$ cat config.mk
export PLATFORM = sky130hd
export DESIGN_NAME = bldc_main
export DESIGN_NICKNAME = d
export VERILOG_FILES = /design/src/rtl/bldc_main.sv
export SDC_FILE = /design/constraint.sdc
export NUM_CORES = 1
export LEC_CHECK = 0
export ABC_CLOCK_PERIOD_IN_PS = 4000
export CAP_MARGIN = 10
export CORE_MARGIN = 4
export CORE_UTILIZATION = 53
export CTS_CLUSTER_DIAMETER = 40
export DETAILED_ROUTE_END_ITERATION = 6
export GPL_TIMING_DRIVEN = 0
export PLACE_DENSITY = 0.89
export SLEW_MARGIN = 25
export SYNTH_ARGS = -nofsm -noshare
export SYNTH_HDL_FRONTEND = slang
export SYNTH_SLANG_ARGS = --single-unit
$ cat constraint.sdc
create_clock -name clk -period 4 [get_ports clk]
set_clock_uncertainty 0.2 [all_clocks]
set_input_delay 0.4 -clock clk [delete_from_list [all_inputs] [get_ports clk]]
set_output_delay 0.4 -clock clk [all_outputs]
set_load 0.05 [all_outputs]
$ cat src/rtl/bldc_main.sv
// Six-step trapezoidal BLDC commutation controller: Hall decode, PWM chopping of the
// active high side, dead time on every commutation change, all-off on invalid Hall codes.
module bldc_main #(
  parameter int PWM_BITS    = 4,
  parameter int DEAD_CYCLES = 2,
  parameter int SYNC_STAGES = 2
) (
  input  logic                clk,
  input  logic                rst,
  input  logic                H1,
  input  logic                H2,
  input  logic                H3,
  input  logic [PWM_BITS-1:0] D,
  output logic                A_OUT,
  output logic                AA_OUT,
  output logic                B_OUT,
  output logic                BB_OUT,
  output logic                C_OUT,
  output logic                CC_OUT
);

  localparam int DW = (DEAD_CYCLES < 1) ? 1 : $clog2(DEAD_CYCLES + 1);

  typedef struct packed {
    logic a_hi;
    logic a_lo;
    logic b_hi;
    logic b_lo;
    logic c_hi;
    logic c_lo;
  } gates_t;

  logic [SYNC_STAGES-1:0][2:0] sync_q;
  logic [2:0]                  hs;
  logic [2:0]                  hs_prev_q;
  logic [DW-1:0]               dead_q, dead_d;
  logic [PWM_BITS-1:0]         cnt_q, cnt_d;
  logic [PWM_BITS-1:0]         duty_q, duty_d;
  logic                        pwm;
  logic [2:0]                  hi_sel, lo_sel;   // {A,B,C} phase selects from the Hall table
  gates_t                      gates_q, gates_d;

  assign hs = sync_q[SYNC_STAGES-1];

  // NOTE: every signal gets a default at the top of always_comb so no path can infer a latch.
  always_comb begin
    dead_d  = dead_q;
    cnt_d   = cnt_q + 1'b1;
    duty_d  = duty_q;
    hi_sel  = 3'b000;
    lo_sel  = 3'b000;
    gates_d = '0;

    if (hs != hs_prev_q) begin
      dead_d = DW'(DEAD_CYCLES);
    end else if (dead_q != '0) begin
      dead_d = dead_q - 1'b1;
    end

    // Duty only changes at the period boundary so a period is never cut short or stretched.
    if (cnt_q == '1) begin
      duty_d = D;
    end
    pwm = (cnt_q < duty_q);

    case (hs)
      3'b100:  begin hi_sel = 3'b100; lo_sel = 3'b010; end
      3'b101:  begin hi_sel = 3'b100; lo_sel = 3'b001; end
      3'b001:  begin hi_sel = 3'b010; lo_sel = 3'b001; end
      3'b011:  begin hi_sel = 3'b010; lo_sel = 3'b100; end
      3'b010:  begin hi_sel = 3'b001; lo_sel = 3'b100; end
      3'b110:  begin hi_sel = 3'b001; lo_sel = 3'b010; end
      default: begin hi_sel = 3'b000; lo_sel = 3'b000; end
    endcase

    // Blanking on the next-state dead count makes the change cycle itself count as dead.
    if (dead_d == '0) begin
      gates_d.a_hi = hi_sel[2] & pwm;
      gates_d.b_hi = hi_sel[1] & pwm;
      gates_d.c_hi = hi_sel[0] & pwm;
      gates_d.a_lo = lo_sel[2];
      gates_d.b_lo = lo_sel[1];
      gates_d.c_lo = lo_sel[0];
    end
  end

  // NOTE: sequential state uses non-blocking assignments so all flops update together.
  always_ff @(posedge clk or posedge rst) begin
    if (rst) begin
      sync_q    <= '0;
      hs_prev_q <= 3'b000;
      dead_q    <= '0;
      cnt_q     <= '0;
      duty_q    <= '0;
      gates_q   <= '0;
    end else begin
      sync_q[0] <= {H1, H2, H3};
      for (int i = 1; i < SYNC_STAGES; i++) begin
        sync_q[i] <= sync_q[i-1];
      end
      hs_prev_q <= hs;
      dead_q    <= dead_d;
      cnt_q     <= cnt_d;
      duty_q    <= duty_d;
      gates_q   <= gates_d;
    end
  end

  assign A_OUT  = gates_q.a_hi;
  assign AA_OUT = gates_q.a_lo;
  assign B_OUT  = gates_q.b_hi;
  assign BB_OUT = gates_q.b_lo;
  assign C_OUT  = gates_q.c_hi;
  assign CC_OUT = gates_q.c_lo;

endmodule

==> impl_metrics.yaml <==
outcome:
  status: "finished, final reports clean"
synth:
  yosysMostFrequentCell: "dfrtp_1"
  syn_nets: 75
  ys_seq_area_share_pct: 68.8
  synthCells: 62
  synthArstFlopShare_pct: 100
  synth_area_um2: 910
  synth-seq-cells: 25
  synth.area.top_cells: "dfrtp_1 69%, ha_1 5.5%, mux2_2 5.0%"
  synth-edff-count: 0
  synthTopCellsByCount: "25 x dfrtp_1, 5 x inv_1"
  yosysUniqueCellTypes: 15
  netlist.area_leader.share_pct: 68.8
  dominantRegCellSynth: "dfrtp_1"
  synth_area_leader_cell: "dfrtp_1"
  ys_warn_count: 0
  postSynthAreaPerCell_um2: 14.7
pwr:
  irDropWorstVdd_mv: 0.267
  p_leak_nw: 0.508
  powerDensity_nw_per_um2: 367
  power_mw: 0.403
floorplanning:
  dieArea_um2: 2440
  die_w_um: 49.4
  start_util_pct: 58.3
  fp-row-count: 14
  die_y_um: 49.4
  coreArea_um2: 1560
  pin_count: 15
drt:
  drc_errors: 0
  routed.top_layer: "met4"
  wl_per_cell_um: 14.0
  drt_iter0_drc: 2
  m1WireLength_um: 570
  dr.pass1.iters: 3
  dr_wl_met2_um: 621
  drtAntennaViolNets: 0
  vias_per_cell: 5.44
  drt_wl_total_mm: 1.34
  num_vias: 522
  dr_wl_met3_um: 87
clock_network:
  clkLatencyLatePin_ps: 320
  cts.sinks: 25
  cts_hold_buf: 0
  cts_setup_buffers: 0
  tritoncts: "done"
  numCtsBuffers: 3
  root_buffer: "clkbuf_4"
  clk_path_buf_depth: 2
  cts_resized: 0
  cts_max_level: 1
  path_clk_slew_ps: 130
worst_setup_path:
  path_class: "flip-flop to output pin"
  worst_ep_required_time_ps: 3400
  path_max_fanout: 1
  setup.worst_path.start_class: "flip-flop"
  slowest_delay_ps: 790
  cp_top_family: "buffers and inverters"
  crit_slowest_cell: "clkdlybuf4s50_1"
  critPathCaptureType: "output pin"
  crit_chain: "clkdlybuf4s50_1"
  crit_buf_inv: 1
  cp.arrival_ps: 1460
global_routing:
  antenna_found_initial: 0
  grt_first_pass_wirelength_mm: 2.42
  gr-usage-all-layers_pct: 13.7
  grt_pass1_vias: 532
  overflow: 0
  grt_max_degree: 26
final_layout:
  layout-drive-gt1-share_pct: 11.3
  syn_to_final_growth_pct: 20.6
  nets: 94
  n_antenna_cell: 0
sta:
  max_freq_mhz: 486
  layout_min_cycle_time_ps: 2060
  hold_viol: 0
  final.period_utilization_pct: 51.5
  tightest_slew_ps: 830
  finalSetupTns_ps: 0
  maxSlewViolCount: 0
  rsz0062_at_grt: "no"
  relSlewSlack_pct: 44.3
  setup_viol: 0
place:
  numPortBuffers: 14
  globalplace.congestion: 0.772
  place_hpwl_um: 998
min_path:
  hp-class: "flip-flop to flip-flop"
run:
  maxCapViolCount: 0
## registers in the layout, indices dropped and copies added (netlist names), 2 cells and up
name,cells
cnt_q,4
dead_q,2
duty_q,4
hs,3
hs_prev_q,3
sync_q,3
## cell usage in the layout (no fill, tap or decap), drive strengths merged, types with 2 or more instances in the layout
cell type and n:
a21oi 2, clkbuf 3, clkdlybuf4s50 14, clkinv 2
dfrtp 25, ha 4, inv 4, mux2 4
nand3 3, nand3b 3, nor3 3, nor3b 4
xnor2 4
## where the power goes
part	internal [mW]	leakage, nW	switching (mW)
logic	0.0147	0.180	0.0121
clock network	0.0375	0.0177	0.0715
registers	0.261	0.310	0.00575
total	0.313	0.508	0.0894
## metal layers
metal | up-vias | track usage [%]
li1 | 250 | -
met3 | 7 | 3.36
met2 | 18 | 21.9
met4 | 0 | 12.9
met1 | 247 | 14.7
met5 | - | 0
## cells by family after synthesis
group	Yosys count	synth area share [%]
compound gates	4	2.75
xor+xnor	5	4.81
fa+ha+maj	4	5.50
buf+inv	5	2.06
flops	25	68.8
mux	4	4.95
simple gates	15	11.1
## final timing paths
path | slack [ps] | end | cells after the start | startpoint
worst max-delay path | 1940 | C_OUT | 1 | C_OUT$_DFF_PP0_
max in group asynchronous | 2980 | cnt_q[2]$_DFF_PP0_ | 2 | rst
worst max register to register | 2430 | A_OUT$_DFF_PP0_ | 4 | cnt_q[3]$_DFF_PP0_
min in group asynchronous | 230 | sync_q[1]$_DFF_PP0_ | 2 | rst
worst min-delay path | 160 | hs[2]$_DFF_PP0_ | 0 | sync_q[2]$_DFF_PP0_
worst min register to register | 160 | hs[2]$_DFF_PP0_ | 0 | sync_q[2]$_DFF_PP0_
## area by class of cell
type | count | area [µm²]
Sequential cell | 25 | 626
Timing Repair Buffer | 14 | 140
Fill cell | 108 | 462
Inverter | 5 | 18.8
Tap cell | 16 | 20.0
Multi-Input combinational cell | 32 | 265
Clock buffer | 3 | 22.5
Clock inverter | 1 | 5.00
## metrics by stage
step | std cells | hold slack (ps) | worst slack [ps] | utilization [%] | cell area [µm²]
2_1_floorplan | 62 | 131 | 2590 | - | 910
3_3_place_gp | 92 | 133 | 2310 | 68.6 | 1070
3_5_place_dp | 92 | 135 | 2270 | 68.6 | 1070
4_1_cts | 96 | 165 | 1920 | 70.4 | 1100
5_1_grt | 96 | 180 | 1900 | 70.4 | 1100
6_report | 96 | 163 | 1940 | 70.4 | 1100
Note: power is estimated with default switching activity, not from simulation.
